===== config.mk =====
export PLATFORM = sky130hd
export DESIGN_NAME = bounded_up_down_counter
export DESIGN_NICKNAME = d
export VERILOG_FILES = /design/src/rtl/bounded_counter_pkg.sv /design/src/rtl/bound_step_calc.sv /design/src/rtl/bounded_up_down_counter.sv
export SDC_FILE = /design/constraint.sdc
export NUM_CORES = 1
export LEC_CHECK = 0
export BUFFER_PORTS_ARGS = -buffer_cell sky130_fd_sc_hd__buf_2
export CAP_MARGIN = 20
export CORE_MARGIN = 5
export CORE_UTILIZATION = 45
export DETAILED_ROUTE_END_ITERATION = 8
export PLACE_DENSITY = 0.65
export SYNTH_ARGS = -nofsm -noshare
export SYNTH_HDL_FRONTEND = slang
export SYNTH_SLANG_ARGS = --single-unit

===== constraint.sdc =====
create_clock -name clk -period 10.1 [get_ports clk]
set_clock_uncertainty 0.2 [all_clocks]
set_input_delay 0 -clock clk [delete_from_list [all_inputs] [get_ports clk]]
set_output_delay 0 -clock clk [all_outputs]
set_load 0.1 [all_outputs]

===== src/rtl/bounded_counter_pkg.sv =====
// Shared constants and helpers for the bounded up/down counter.
// The direction and mode encodings match the raw reverse/saturate inputs.
package bounded_counter_pkg;

    localparam logic DIR_UP    = 1'b0;
    localparam logic DIR_DOWN  = 1'b1;
    localparam logic MODE_WRAP = 1'b0;
    localparam logic MODE_SAT  = 1'b1;

    // Widest counter the clamp helper supports; callers zero-extend into it.
    localparam int CLAMP_W = 64;

    // Returns min(max(value, lo), hi); lo is applied first so hi wins when lo > hi.
    function automatic logic [CLAMP_W-1:0] clamp(
        input logic [CLAMP_W-1:0] value,
        input logic [CLAMP_W-1:0] lo,
        input logic [CLAMP_W-1:0] hi
    );
        logic [CLAMP_W-1:0] result;
        result = value;
        if (result < lo) result = lo;
        if (result > hi) result = hi;
        return result;
    endfunction

endpackage


===== src/rtl/bound_step_calc.sv =====
// Combinational next-value unit: one up/down step bounded by [limit_lo, limit_hi],
// with wrap or saturate on overflow and snap-to-bound when already out of range.
module bound_step_calc
    import bounded_counter_pkg::*;
#(
    parameter int WIDTH  = 16,
    parameter int STEP_W = 4
) (
    input  logic [WIDTH-1:0]  count_value,
    input  logic [STEP_W-1:0] step,
    input  logic [WIDTH-1:0]  limit_lo,
    input  logic [WIDTH-1:0]  limit_hi,
    input  logic              reverse,
    input  logic              saturate,
    output logic [WIDTH-1:0]  next_value,
    output logic              crossed,
    output logic              out_of_range
);

    logic [WIDTH:0] step_ext;
    logic [WIDTH:0] sum;
    logic [WIDTH:0] diff;

    assign step_ext = {{(WIDTH + 1 - STEP_W){1'b0}}, step};
    assign sum      = {1'b0, count_value} + step_ext;
    assign diff     = {1'b0, count_value} - step_ext;

    // Pick the next count: snap into range first, then hold on zero step, then step with bound handling.
    always_comb begin
        next_value   = count_value;
        crossed      = 1'b0;
        out_of_range = (count_value > limit_hi) || (count_value < limit_lo);
        if (out_of_range) begin
            next_value = (count_value > limit_hi) ? limit_hi : limit_lo;
        end else if (step == '0) begin
            next_value = count_value;
        end else if (reverse == DIR_UP) begin
            if (sum <= {1'b0, limit_hi}) begin
                next_value = sum[WIDTH-1:0];
            end else begin
                next_value = (saturate == MODE_SAT) ? limit_hi : limit_lo;
                crossed    = 1'b1;
            end
        end else begin
            if (!diff[WIDTH] && (diff[WIDTH-1:0] >= limit_lo)) begin
                next_value = diff[WIDTH-1:0];
            end else begin
                next_value = (saturate == MODE_WRAP) ? limit_hi : limit_lo;
                crossed    = 1'b1;
            end
        end
    end

endmodule


===== src/rtl/bounded_up_down_counter.sv =====
// Parametrised up/down counter with runtime step, programmable bounds,
// wrap/saturate mode, clamped parallel load and bound status flags.
module bounded_up_down_counter
    import bounded_counter_pkg::*;
#(
    parameter int WIDTH  = 16,
    parameter int STEP_W = 4
) (
    input  logic              clk,
    input  logic              reset,
    input  logic              enable,
    input  logic              reverse,
    input  logic              load,
    input  logic [WIDTH-1:0]  load_value,
    input  logic [STEP_W-1:0] step,
    input  logic [WIDTH-1:0]  limit_lo,
    input  logic [WIDTH-1:0]  limit_hi,
    input  logic              saturate,
    output logic [WIDTH-1:0]  out,
    output logic              at_max,
    output logic              at_min,
    output logic              bound_hit,
    output logic              cfg_err
);

    logic [WIDTH-1:0] next_value;
    logic             crossed;
    logic             out_of_range;
    logic [WIDTH-1:0] load_clamped;

    bound_step_calc #(
        .WIDTH  (WIDTH),
        .STEP_W (STEP_W)
    ) u_step_calc (
        .count_value  (out),
        .step         (step),
        .limit_lo     (limit_lo),
        .limit_hi     (limit_hi),
        .reverse      (reverse),
        .saturate     (saturate),
        .next_value   (next_value),
        .crossed      (crossed),
        .out_of_range (out_of_range)
    );

    assign load_clamped = WIDTH'(clamp(CLAMP_W'(load_value), CLAMP_W'(limit_lo), CLAMP_W'(limit_hi)));

    assign cfg_err = (limit_lo > limit_hi);
    assign at_max  = (out == limit_hi);
    assign at_min  = (out == limit_lo);

    // Count register with priority reset > bad config hold > load > count > hold; a range snap never pulses bound_hit.
    always_ff @(posedge clk) begin
        if (reset) begin
            out       <= '0;
            bound_hit <= 1'b0;
        end else if (cfg_err) begin
            bound_hit <= 1'b0;
        end else if (load) begin
            out       <= load_clamped;
            bound_hit <= 1'b0;
        end else if (enable) begin
            out       <= next_value;
            bound_hit <= crossed && !out_of_range;
        end else begin
            bound_hit <= 1'b0;
        end
    end

endmodule

==> load_flow_metrics.sql, run 1 <==
INSERT INTO impl_metrics (metric_group, metric, value, unit) VALUES
('placement', 'placedInstanceArea', '5960', 'sq um'),
('synth', 'synth-edff-count', '0', ''),
('layout', 'design.final.nets', '966', ''),
('sta', 'final_number_of_hold_violating_endpoints', '0', ''),
('clock_tree', 'clkSlewWorstSetupHoldPaths', '60', 'ps'),
('power', 'vdd_ir_drop_max', '0.0762', 'mV'),
('detailed_routing', 'wl', '21.4', 'mm'),
('critical_path', 'critical_path_arrival', '5190', 'ps'),
('layout', 'area_growth_syn_to_fin', '10.7', '%'),
('clock_tree', 'post_cts_resized', '0', ''),
('synth', 'ys_warn_count', '0', ''),
('synth', 'synthFlopType', 'sky130_fd_sc_hd__dfxtp_1', ''),
('die', 'initial_core_util', '45.8', '%'),
('critical_path', 'setup.worst_path.start_class', 'register', ''),
('layout', 'layout.filler_cells', '1220', ''),
('critical_path', 'timing.critical_path.to_type', 'register', ''),
('critical_path', 'timing_worst_setup_path_type', 'reg2reg', ''),
('power', 'cellPowerDensity', '145', 'nW/um^2'),
('sta', 'grt_setup_unrepaired', 'false', ''),
('die', 'fp-row-count', '40', ''),
('layout', 'insertedDiodeCount', '0', ''),
('placement', 'placedCellCount', '924', ''),
('clock_tree', 'clock_latency', '260', 'ps'),
('clock_tree', 'tritoncts', 'yes', ''),
('global_routing', 'antenna_found_initial', '0', ''),
('global_routing', 'grt_pass1_vias', '6036', ''),
('layout', 'layout-drive-gt1-share', '15.4', '%'),
('sta', 'whs', '13.2', 'ps'),
('placement', 'port_buffers', '77', ''),
('layout', 'fin_area', '6090', 'sq um'),
('placement', 'hpwl', '17.4', 'mm'),
('synth', 'postSynthAreaPerCell', '7.54', 'sq um'),
('synth', 'post_synth_main_area_contributors', 'sky130_fd_sc_hd__ha_1 (27%), sky130_fd_sc_hd__dfxtp_1 (6.2%), sky130_fd_sc_hd__a21oi_1 (5.3%)', ''),
('clock_tree', 'post_cts_setup_repair_bufs', '0', ''),
('synth', 'leading_cell_types_by_count_after_synthesis', 'sky130_fd_sc_hd__ha_1 (119), sky130_fd_sc_hd__nand2_1 (63), sky130_fd_sc_hd__a21oi_1 (58), sky130_fd_sc_hd__inv_1 (58), sky130_fd_sc_hd__nor2_1 (46)', ''),
('sta', 'tightestPinTransition', '899', 'ps'),
('die', 'die_area', '14500', 'sq um'),
('synth', 'synth_cell_area', '5500', 'sq um'),
('sta', 'final.period_utilization', '52.2', '%'),
('critical_path', 'critical_path.max_fanout', '19', ''),
('clock_tree', 'htreeDepth', '1', ''),
('die', 'dieWidth', '121', 'microns'),
('sta', 'final_max_slew_viol_count', '0', ''),
('synth', 'synth_top_area_cell', 'sky130_fd_sc_hd__ha_1', ''),
('die', 'pin_count', '78', ''),
('critical_path', 'cp_data_required_time', '10020', 'ps'),
('synth', 'seq_cells_post_synth', '17', ''),
('critical_path', 'worst_r2r_path_depth', '17', ''),
('sta', 'fin_setup_tns', '0', 'ps'),
('synth', 'most_repeated_cell_in_the_gate_level_netlist_after_synthesis', 'sky130_fd_sc_hd__ha_1', ''),
('synth', 'synth.net_count', '908', ''),
('clock_tree', 'cts_num_sinks', '17', ''),
('sta', 'max_clock_freq', '0.190', 'GHz'),
('synth', 'synth-seq-area-share', '6.19', '%'),
('sta', 'setup_slack', '4830', 'ps'),
('power', 'total_leakage_power', '2.92', 'nW'),
('detailed_routing', 'dr_total_vias', '6130', ''),
('placement', 'dpl_worst_slack', '4990', 'ps'),
('global_routing', 'globalRouteTotalUtil', '29.0', '%'),
('sta', 'timing.final.crit_period', '5270', 'ps'),
('clock_tree', 'cts_made_buffers', '3', ''),
('min_path', 'hold-path-cell-count', '3', ''),
('detailed_routing', 'route.detailed.drc', '0', ''),
('global_routing', 'largest_net_degree_at_the_start_of_global_routing', '51', ''),
('clock_tree', 'cell_at_the_root_of_the_clock_tree', 'sky130_fd_sc_hd__clkbuf_16', ''),
('detailed_routing', 'firstDrtPassIters', '6', ''),
('die', 'core_region_area', '12000', 'sq um'),
('run_status', 'outcome', 'complete, no violations', ''),
('job', 'maxCapViolCount', '0', ''),
('global_routing', 'grt_overflow', '0', ''),
('detailed_routing', 'wl_per_cell', '22.9', 'microns');
==> where the power goes <==
group	switching (mW)	internal, mW
clock network	0.0335	0.0539
logic	0.447	0.236
registers	0.0341	0.0789
==> layer usage <==
metal | GRT usage (%) | vias up | routed length (microns)
li1 | - | 2885 | -
met1 | 38.3 | 2825 | 8980
met2 | 45.8 | 349 | 9370
met3 | 4.40 | 71 | 1760
met4 | 14.9 | 0 | 1280
met5 | 0 | - | 0
==> area by class of cell <==
| type | instances | area (sq um) | share of cell area (%) |
|---|---|---|---|
| Tap cell | 147 | 184 | 3.02 |
| Clock buffer | 4 | 78.8 | 1.30 |
| Timing Repair Buffer | 86 | 465 | 7.65 |
| Inverter | 58 | 218 | 3.58 |
| Sequential cell | 17 | 340 | 5.59 |
| Multi-Input combinational cell | 621 | 4800 | 78.9 |
==> timing repair <==
action,in CTS,in global routing
hold endpoints to repair,8,0
setup endpoints to repair,0,0
hold buffers,5,0
==> critical path, cell delays in order (launching register included) <==
cell and delay (ps):
sky130_fd_sc_hd__dfxtp_1 370, sky130_fd_sc_hd__ha_1 470, sky130_fd_sc_hd__nor3b_1 120, sky130_fd_sc_hd__o311ai_0 650, sky130_fd_sc_hd__nand2_1 290, sky130_fd_sc_hd__nand3_1 180
sky130_fd_sc_hd__xnor2_1 180, sky130_fd_sc_hd__inv_1 80, sky130_fd_sc_hd__ha_1 290, sky130_fd_sc_hd__nand4_1 150, sky130_fd_sc_hd__a211oi_1 300, sky130_fd_sc_hd__o41ai_1 130
sky130_fd_sc_hd__a21oi_1 370, sky130_fd_sc_hd__a21o_1 660, sky130_fd_sc_hd__mux2i_1 270, sky130_fd_sc_hd__o221ai_1 130, sky130_fd_sc_hd__o2111ai_1 160, sky130_fd_sc_hd__a21oi_1 100
==> flip-flops by register name, indices dropped and copies added, names as in the netlist <==
name,cells
bound_hit,1
out,16
==> cells in the final DEF (no fill, tap or decap), types with 12 or more instances in the layout <==
master	instances
sky130_fd_sc_hd__o21ai_0	32
sky130_fd_sc_hd__xnor2_1	23
sky130_fd_sc_hd__a221oi_1	12
sky130_fd_sc_hd__ha_1	119
sky130_fd_sc_hd__mux2i_1	25
sky130_fd_sc_hd__a211oi_1	20
sky130_fd_sc_hd__buf_2	77
sky130_fd_sc_hd__nor2_1	46
sky130_fd_sc_hd__o211ai_1	24
sky130_fd_sc_hd__dfxtp_1	17
sky130_fd_sc_hd__a21oi_1	58
sky130_fd_sc_hd__nand3_1	22
sky130_fd_sc_hd__nand4_1	18
sky130_fd_sc_hd__mux2_2	22
sky130_fd_sc_hd__nand2_1	63
sky130_fd_sc_hd__inv_1	58
==> metrics by stage <==
stage	power (mW)	util [%]
floorplan	0.601	-
global placement	0.768	49.6
detailed placement	0.777	49.6
CTS	0.868	50.7
global route	0.948	50.7
finish	0.884	50.7
==> final timing paths <==
path	start	end
setup / recovery	out[2]$_SDFFE_PP0P_	out[12]$_SDFFE_PP0P_
hold reg to reg	out[3]$_SDFFE_PP0P_	out[3]$_SDFFE_PP0P_
setup reg to reg	out[2]$_SDFFE_PP0P_	out[12]$_SDFFE_PP0P_
hold / removal	limit_hi[5]	out[5]$_SDFFE_PP0P_
==> cell families after synthesis <==
family                   share of synthesized area [%]
buffers and inverters                             6.51
multiplexers                                      9.06
AND/OR/NAND/NOR                                   18.2
adder cells (fa/ha/maj)                           27.8
AO/OA/AOI/OAI                                     28.1
flip-flops                                        6.19
XOR/XNOR                                          4.14
Note: power is estimated with default switching activity, not from simulation.
==> inputs of run 2 (changes only) <==
--- a/config.mk
+++ b/config.mk
@@ -5,6 +5,7 @@
 export SDC_FILE = /design/constraint.sdc
 export NUM_CORES = 1
 export LEC_CHECK = 0
+export ABC_AREA = 1
 export BUFFER_PORTS_ARGS = -buffer_cell sky130_fd_sc_hd__buf_2
 export CAP_MARGIN = 20
 export CORE_MARGIN = 5
==> constraint.sdc (replaced) <==
create_clock -name clk -period 5.1 [get_ports clk]
set_clock_uncertainty 0.2 [all_clocks]
set_input_delay 0 -clock clk [delete_from_list [all_inputs] [get_ports clk]]
set_output_delay 0 -clock clk [all_outputs]
set_load 0.1 [all_outputs]
==> load_flow_metrics.sql, run 2 <==
INSERT INTO impl_metrics (metric_group, metric, value, unit) VALUES
('sta', 'max_clock_freq', '0.222', 'GHz'),
('min_path', 'min_path_type', 'in2reg', ''),
('critical_path', 'worst_r2r_path_depth', '22', ''),
('clock_tree', 'htreeDepth', '1', ''),
('detailed_routing', 'firstDrtPassIters', '5', ''),
('critical_path', 'crit_path_max_incr_delay', '590', 'ps'),
('layout', 'insertedDiodeCount', '0', ''),
('clock_tree', 'clock_latency', '260', 'ps'),
('layout', 'mostFrequentLayoutCells', 'sky130_fd_sc_hd__nand2_1 (299), sky130_fd_sc_hd__nand3_1 (152), sky130_fd_sc_hd__inv_1 (129)', ''),
('power', 'total_leakage_power', '3.78', 'nW'),
('synth', 'post_synth_main_area_contributors', 'sky130_fd_sc_hd__ha_1 (24%), sky130_fd_sc_hd__nand2_1 (18%), sky130_fd_sc_hd__nand3_1 (12%)', ''),
('synth', 'fraction_of_registers_with_async_set_reset', '0', '%'),
('sta', 'final.period_utilization', '88.3', '%'),
('global_routing', 'largest_net_degree_at_the_start_of_global_routing', '65', ''),
('clock_tree', 'tritoncts', 'yes', ''),
('die', 'die_area', '16200', 'sq um'),
('sta', 'timing.final.crit_period', '4510', 'ps'),
('synth', 'synthFlopType', 'sky130_fd_sc_hd__dfxtp_1', ''),
('critical_path', 'worstSetupEndpoint', 'out[0]$_SDFFE_PP0P_', ''),
('sta', 'maxSlewHeadroom', '35.5', '%'),
('clock_tree', 'cts_num_sinks', '17', ''),
('clock_tree', 'cts_hold_buf', '2', ''),
('critical_path', 'timing.critical_path.cells', 'inv_1 -> ha_1 -> fa_1 -> nor3_2 -> nor2_1 -> nand2_2 -> o21ai_0 -> nand2_1 -> inv_1 -> ha_1 -> nand2_1 -> nor3_1 -> nand3_1 -> nand3_1 -> nand2_4 -> nand2_1 -> nand3_1 -> nand2_1 -> nand2_1 -> nand2_1 -> nand2_1 -> a21oi_1', ''),
('critical_path', 'worst_setup_path_startpoint', 'out[0]$_SDFFE_PP0P_', ''),
('detailed_routing', 'wl', '22.5', 'mm'),
('critical_path', 'worst-path-stages', '22', ''),
('synth', 'synth-edff-count', '0', ''),
('job', 'maxCapViolCount', '0', ''),
('critical_path', 'worst_path_buffer_plus_inverter_count', '2', ''),
('critical_path', 'setup.worst_path.start_class', 'register', ''),
('global_routing', 'antenna_found_initial', '0', ''),
('critical_path', 'critical-path-top-delay-family', 'simple AND/OR/NAND/NOR gates', ''),
('layout', 'number_of_flip_flops_under_the_largest_register_name', '16', ''),
('clock_tree', 'post_cts_resized', '0', ''),
('synth', 'postSynthAreaPerCell', '5.80', 'sq um'),
('synth', 'leading_cell_types_by_count_after_synthesis', 'sky130_fd_sc_hd__nand2_1 (299), sky130_fd_sc_hd__nand3_1 (152), sky130_fd_sc_hd__inv_1 (129)', ''),
('synth', 'most_repeated_cell_in_the_gate_level_netlist_after_synthesis', 'sky130_fd_sc_hd__nand2_1', ''),
('detailed_routing', 'wl_per_cell', '17.4', 'microns'),
('die', 'fp.dieH', '127', 'microns'),
('critical_path', 'ff2ff_setup_slack', '590', 'ps'),
('placement', 'finalWeightedCongestion', '0.919', ''),
('detailed_routing', 'drt_iter0_markers', '586', ''),
('clock_tree', 'cts_made_buffers', '3', ''),
('synth', 'synth_top_area_cell', 'sky130_fd_sc_hd__ha_1', ''),
('layout', 'finalCoreUtilization', '50.4', '%'),
('layout', 'layout-drive-gt1-share', '11.3', '%'),
('synth', 'synth_cell_area', '6180', 'sq um'),
('die', 'initial_core_util', '46.3', '%'),
('synth', 'synth.net_count', '1246', ''),
('synth', 'synth-seq-area-share', '5.50', '%'),
('critical_path', 'timing.critical_path.to_type', 'register', ''),
('layout', 'most_frequent_standard_cell_in_the_layout_excluding_fill_and_tap_cells', 'sky130_fd_sc_hd__nand2_1', ''),
('die', 'fp-row-count', '42', ''),
('global_routing', 'globalRouteTotalUtil', '27.5', '%'),
('detailed_routing', 'routed_via_density', '5.63', ''),
('die', 'pin_count', '78', ''),
('critical_path', 'cp_data_required_time', '5090', 'ps'),
('layout', 'layout.filler_cells', '1512', ''),
('layout', 'design.final.nets', '1297', ''),
('sta', 'grt_setup_unrepaired', 'false', ''),
('critical_path', 'critical_path.max_fanout', '17', ''),
('sta', 'final_number_of_hold_violating_endpoints', '0', ''),
('placement', 'hpwl', '18.2', 'mm'),
('sta', 'tightestPinTransition', '967', 'ps'),
('die', 'dieWidth', '127', 'microns'),
('sta', 'final_max_slew_viol_count', '0', ''),
('clock_tree', 'clock_tree.buffer_depth', '2', ''),
('run_status', 'outcome', 'complete, no violations', ''),
('detailed_routing', 'route.detailed.drc', '0', ''),
('synth', 'ys_warn_count', '0', ''),
('synth', 'seq_cells_post_synth', '17', ''),
('clock_tree', 'post_cts_setup_repair_bufs', '0', ''),
('sta', 'setup_violations', '0', ''),
('sta', 'fin_setup_tns', '0', 'ps'),
('synth', 'netlist.area_leader.share', '24.1', '%'),
('layout', 'layout_top_registers', 'out (16), bound_hit (1)', ''),
('detailed_routing', 'dr_total_vias', '7278', ''),
('clock_tree', 'cell_at_the_root_of_the_clock_tree', 'sky130_fd_sc_hd__clkbuf_16', ''),
('critical_path', 'worst_r2r_endpoint', 'out[0]$_SDFFE_PP0P_', ''),
('critical_path', 'critical_path_arrival', '4490', 'ps'),
('layout', 'max_flop_register', 'out', ''),
('critical_path', 'critical_path.reg2reg.startpoint', 'out[0]$_SDFFE_PP0P_', ''),
('clock_tree', 'clkSlewWorstSetupHoldPaths', '50', 'ps'),
('global_routing', 'grt_pass1_wl', '35.9', 'mm'),
('detailed_routing', 'antenna_left', '0', ''),
('critical_path', 'worst_path_max_delay_cell', 'sky130_fd_sc_hd__nand3_1', ''),
('power', 'vdd_ir_drop_max', '0.127', 'mV'),
('critical_path', 'timing_worst_setup_path_type', 'reg2reg', ''),
('die', 'core_region_area', '13300', 'sq um'),
('synth', 'number_of_instances_in_the_synthesized_netlist', '1067', ''),
('critical_path', 'worst_path_most_repeated_cell', 'sky130_fd_sc_hd__nand2_1', ''),
('global_routing', 'grt_pass1_vias', '6921', ''),
('layout', 'area_growth_syn_to_fin', '8.88', '%'),
('synth', 'synth_cell_types', '43', ''),
('power', 'cellPowerDensity', '261', 'nW/um^2'),
('placement', 'port_buffers', '77', ''),
('global_routing', 'grt_overflow', '0', '');
run 2: cell types whose count changed after synthesis, moves of 13 or more:
cell and delta:
sky130_fd_sc_hd__a21oi_1 +20, sky130_fd_sc_hd__nand2_1 +236, sky130_fd_sc_hd__o211ai_1 -21, sky130_fd_sc_hd__nand3_1 +130, sky130_fd_sc_hd__xor2_1 +13, sky130_fd_sc_hd__mux2_2 -22
sky130_fd_sc_hd__mux2i_1 -25, sky130_fd_sc_hd__inv_1 +71, sky130_fd_sc_hd__o21ai_0 +52, sky130_fd_sc_hd__a211oi_1 -20, sky130_fd_sc_hd__xnor2_1 -21
run 2: worst register-to-register path: cells and delay by family (launching register included):
family,cells,cell delay (ps)
adder cells (fa/ha/maj),3,950
flip-flops,1,380
buffers and inverters,2,170
AO/OA/AOI/OAI,2,230
AND/OR/NAND/NOR,15,2510
run 2: power by group:
part,internal [mW],switching (mW)
logic,0.418,0.951
clock network,0.107,0.0604
registers,0.154,0.0656
total,0.679,1.08
run 2: cell families after synthesis:
logic type	count (synthesis)	synth area share [%]
adder cells (fa/ha/maj)	121	24.7
AND/OR/NAND/NOR	548	39.4
AO/OA/AOI/OAI	184	16.0
XOR/XNOR	18	2.55
flip-flops	17	5.50
buffers and inverters	179	11.8
run 2: stage by stage:
step | instance area (sq um) | setup slack, ps | power [mW] | cells | hold WS (ps)
5_1_grt | 6730 | 225 | 1.94 | 1293 | 43.4
6_report | 6730 | 595 | 1.76 | 1293 | 12.0
2_1_floorplan | 6180 | 862 | 1.25 | 1067 | 29.9
4_1_cts | 6730 | 651 | 1.75 | 1293 | 10.9
3_3_place_gp | 6630 | 661 | 1.57 | 1287 | 199
3_5_place_dp | 6630 | 678 | 1.57 | 1287 | 205
run 2: worst min-delay path by stage:
stage                             start  depth (start not counted)                   end  slack, ps
after floorplan                  enable                          4  bound_hit$_SDFF_PP0_         30
after global placement           enable                          5  bound_hit$_SDFF_PP0_        200
after detailed placement         enable                          5  bound_hit$_SDFF_PP0_        210
after CTS                  limit_hi[12]                          5  out[12]$_SDFFE_PP0P_         10
after global routing      load_value[5]                          5   out[5]$_SDFFE_PP0P_         40
final                     load_value[6]                          5   out[6]$_SDFFE_PP0P_         10
run 2: metal layers:
layer / GRT usage, % / share of wire (%) / routed length (microns)
met5: 0 / 0 / 0
met4: 12.1 / 5.0 / 1110
met3: 4.01 / 6.0 / 1350
met2: 46.3 / 46 / 10200
met1: 34.8 / 43 / 9770
run 2: layout make-up:
class	count	area, sq um	area share [%]
inverters	139	524	7.79
clock buffers	4	78.8	1.17
flip-flops and latches	17	340	5.05
repair buffers	86	458	6.80
well taps	176	220	3.27
multi-input cells	871	5110	75.9
==> inputs of run 3 (changes only) <==
--- a/config.mk
+++ b/config.mk
@@ -5,7 +5,6 @@
 export SDC_FILE = /design/constraint.sdc
 export NUM_CORES = 1
 export LEC_CHECK = 0
-export ABC_AREA = 1
 export BUFFER_PORTS_ARGS = -buffer_cell sky130_fd_sc_hd__buf_2
 export CAP_MARGIN = 20
 export CORE_MARGIN = 5
==> load_flow_metrics.sql, run 3 (same netlist as run 1, synthesis figures left out) <==
INSERT INTO impl_metrics (metric_group, metric, value, unit) VALUES
('run_status', 'outcome', 'complete, no violations', ''),
('clock_tree', 'cell_at_the_root_of_the_clock_tree', 'sky130_fd_sc_hd__clkbuf_16', ''),
('sta', 'max_clock_freq', '0.210', 'GHz'),
('detailed_routing', 'dr_total_vias', '6261', ''),
('critical_path', 'setup.worst_path.start_class', 'register', ''),
('clock_tree', 'clock_latency', '260', 'ps'),
('sta', 'setup_slack', '342', 'ps'),
('placement', 'port_buffers', '77', ''),
('global_routing', 'globalRouteTotalUtil', '30.4', '%'),
('power', 'power_switching', '1.04', 'mW'),
('clock_tree', 'htreeDepth', '1', ''),
('clock_tree', 'tritoncts', 'yes', ''),
('clock_tree', 'clkSlewWorstSetupHoldPaths', '60', 'ps'),
('sta', 'maxSlewHeadroom', '25.7', '%'),
('global_routing', 'grt_pass1_wl', '34.4', 'mm'),
('global_routing', 'grt_use_met1', '38.9', '%'),
('layout', 'number_of_flip_flops_under_the_largest_register_name', '16', ''),
('clock_tree', 'cts_made_buffers', '3', ''),
('detailed_routing', 'firstDrtPassIters', '5', ''),
('layout', 'fin_area', '6220', 'sq um'),
('layout', 'mostFrequentLayoutCells', 'sky130_fd_sc_hd__ha_1 (119), sky130_fd_sc_hd__buf_2 (77), sky130_fd_sc_hd__nand2_1 (63)', ''),
('critical_path', 'worst_path_most_repeated_cell', 'sky130_fd_sc_hd__inv_1', ''),
('power', 'power', '1.80', 'mW'),
('critical_path', 'cp_data_required_time', '5090', 'ps'),
('power', 'power.share.clock', '9.6', '%'),
('min_path', 'hold-path-cell-count', '4', ''),
('min_path', 'min_from', 'limit_hi[10]', ''),
('detailed_routing', 'route.detailed.drc', '0', ''),
('global_routing', 'grt_overflow', '0', ''),
('critical_path', 'timing.critical_path.to_type', 'register', ''),
('global_routing', 'grt.busiest_layer', 'met2', ''),
('job', 'maxCapViolCount', '0', ''),
('layout', 'multi_input_area', '4810', 'sq um'),
('layout', 'area_growth_syn_to_fin', '13.1', '%'),
('layout', 'most_frequent_standard_cell_in_the_layout_excluding_fill_and_tap_cells', 'sky130_fd_sc_hd__ha_1', ''),
('critical_path', 'ff2ff_setup_slack', '340', 'ps'),
('power', 'power_switching_share', '57.9', '%'),
('placement', 'hpwl', '18.3', 'mm'),
('power', 'total_leakage_power', '2.99', 'nW'),
('critical_path', 'critical_path.max_fanout', '23', ''),
('critical_path', 'timing_worst_setup_path_type', 'reg2reg', ''),
('clock_tree', 'cts_num_sinks', '17', ''),
('layout', 'max_flop_register', 'out', ''),
('global_routing', 'gr-usage-met2', '49.9', '%'),
('critical_path', 'worst_r2r_endpoint', 'out[6]$_SDFFE_PP0P_', ''),
('detailed_routing', 'wl_per_cell', '23.9', 'microns'),
('layout', 'layout.area.seq', '340', 'sq um'),
('global_routing', 'largest_net_degree_at_the_start_of_global_routing', '51', ''),
('die', 'fp.dieH', '121', 'microns'),
('placement', 'placedInstanceArea', '6040', 'sq um'),
('global_routing', 'grt_pass1_vias', '6151', ''),
('placement', 'dpl_worst_slack', '229', 'ps'),
('sta', 'tightestPinTransition', '1110', 'ps'),
('critical_path', 'critical_path_arrival', '4740', 'ps'),
('power', 'vdd_ir_drop_max', '0.181', 'mV'),
('power', 'comb_power_share', '78.9', '%'),
('critical_path', 'timing.critical_path.cells', 'inv_1 -> ha_1 -> fa_1 -> inv_1 -> a21oi_1 -> o21bai_1 -> xor2_1 -> inv_1 -> ha_1 -> o21a_1 -> o211ai_1 -> a211o_1 -> o211ai_1 -> nand2_4 -> a221oi_1 -> o22ai_1 -> dlygate4sd3_1 -> a31oi_1', ''),
('min_path', 'min_path_type', 'in2reg', ''),
('critical_path', 'worst_path_buffer_plus_inverter_count', '4', ''),
('die', 'pin_count', '78', ''),
('die', 'die_area', '14500', 'sq um'),
('global_routing', 'antenna_found_initial', '0', ''),
('detailed_routing', 'wl', '22.6', 'mm'),
('die', 'initial_core_util', '45.8', '%'),
('sta', 'final.period_utilization', '93.3', '%'),
('clock_tree', 'clock_tree.buffer_depth', '2', ''),
('layout', 'layout-drive-gt1-share', '16.7', '%'),
('min_path', 'min_to', 'out[10]$_SDFFE_PP0P_', ''),
('placement', 'finalWeightedCongestion', '1.06', ''),
('layout', 'insertedDiodeCount', '0', ''),
('die', 'fp-row-count', '40', ''),
('critical_path', 'worst_path_max_delay_cell', 'sky130_fd_sc_hd__dlygate4sd3_1', ''),
('critical_path', 'critical-path-top-delay-family', 'compound AO/OA/AOI/OAI gates', ''),
('critical_path', 'worst-path-stages', '18', ''),
('layout', 'design.final.nets', '981', ''),
('power', 'cellPowerDensity', '289', 'nW/um^2'),
('power', 'seq_power_share', '11.5', '%'),
('global_routing', 'grt_use_met3', '3.70', '%'),
('critical_path', 'crit_path_max_incr_delay', '580', 'ps'),
('sta', 'timing.final.crit_period', '4760', 'ps'),
('detailed_routing', 'routed_via_density', '6.60', ''),
('sta', 'final_max_slew_viol_count', '0', ''),
('die', 'dieWidth', '121', 'microns'),
('detailed_routing', 'drt_iter0_markers', '563', ''),
('layout', 'layout.filler_cells', '1253', ''),
('critical_path', 'critical_path.reg2reg.startpoint', 'out[0]$_SDFFE_PP0P_', ''),
('layout', 'finalCoreUtilization', '51.8', '%'),
('power', 'power.internal', '0.757', 'mW'),
('layout', 'layout_top_registers', 'out (16), bound_hit (1)', ''),
('critical_path', 'worst_r2r_path_depth', '18', ''),
('sta', 'setup_violations', '0', ''),
('detailed_routing', 'antenna_left', '0', ''),
('sta', 'final_number_of_hold_violating_endpoints', '0', ''),
('die', 'core_region_area', '12000', 'sq um');
## run 3: tightest hold or removal path: stages
cell	delay, ps
sky130_fd_sc_hd__buf_2	140
sky130_fd_sc_hd__nor2_1	60
sky130_fd_sc_hd__a21oi_1	110
sky130_fd_sc_hd__o31a_1	130
## run 3: final cells by class
cell class | count | area share [%]
well taps | 147 | 2.96
multi-input cells | 621 | 77.3
repair buffers | 101 | 9.46
inverters | 58 | 3.50
flip-flops and latches | 17 | 5.47
clock buffers | 4 | 1.27
## run 3: repair_timing
item                       in CTS  in global routing
hold buffers                    9                  0
hold endpoints to repair        8                  0
setup endpoints to repair       0                 11
buffers inserted                0                  0
gates resized for setup         0                  2
## run 3: per-stage QoR
stage | std cells | hold slack (ps) | setup TNS (ps)
global route | 948 | 37.1 | -9.28
floorplan | 729 | -62.3 | 0
finish | 948 | 13.6 | 0
CTS | 948 | 13.4 | 0
global placement | 935 | 85.4 | 0
detailed placement | 935 | 82.0 | 0
## run 3: power by group through the flow
stage	clock, mW	combinational, mW	sequential, mW
finish	0.173	1.42	0.207
floorplan	0	0.832	0.357
detailed placement	0	1.37	0.208
global placement	0	1.35	0.208
global route	0.180	1.53	0.209
CTS	0.171	1.39	0.205
## run 3: worst max path at each step
stage / startpoint / endpoint / slack (ps)
finish: out[0]$_SDFFE_PP0P_ / out[6]$_SDFFE_PP0P_ / 340
global route: out[2]$_SDFFE_PP0P_ / out[1]$_SDFFE_PP0P_ / -9
CTS: out[2]$_SDFFE_PP0P_ / out[1]$_SDFFE_PP0P_ / 210
detailed placement: out[2]$_SDFFE_PP0P_ / out[1]$_SDFFE_PP0P_ / 230
global placement: out[1]$_SDFFE_PP0P_ / out[1]$_SDFFE_PP0P_ / 500
floorplan: out[2]$_SDFFE_PP0P_ / out[11]$_SDFFE_PP0P_ / 10
## run 3: routing by layer
| layer | share of wire (%) | vias up | routed length [microns] |
|---|---|---|---|
| li1 | - | 2914 | - |
| met1 | 42 | 2946 | 9520 |
| met2 | 46 | 330 | 10300 |
| met3 | 6.7 | 71 | 1530 |
| met4 | 5.6 | 0 | 1260 |
| met5 | 0 | - | 0 |
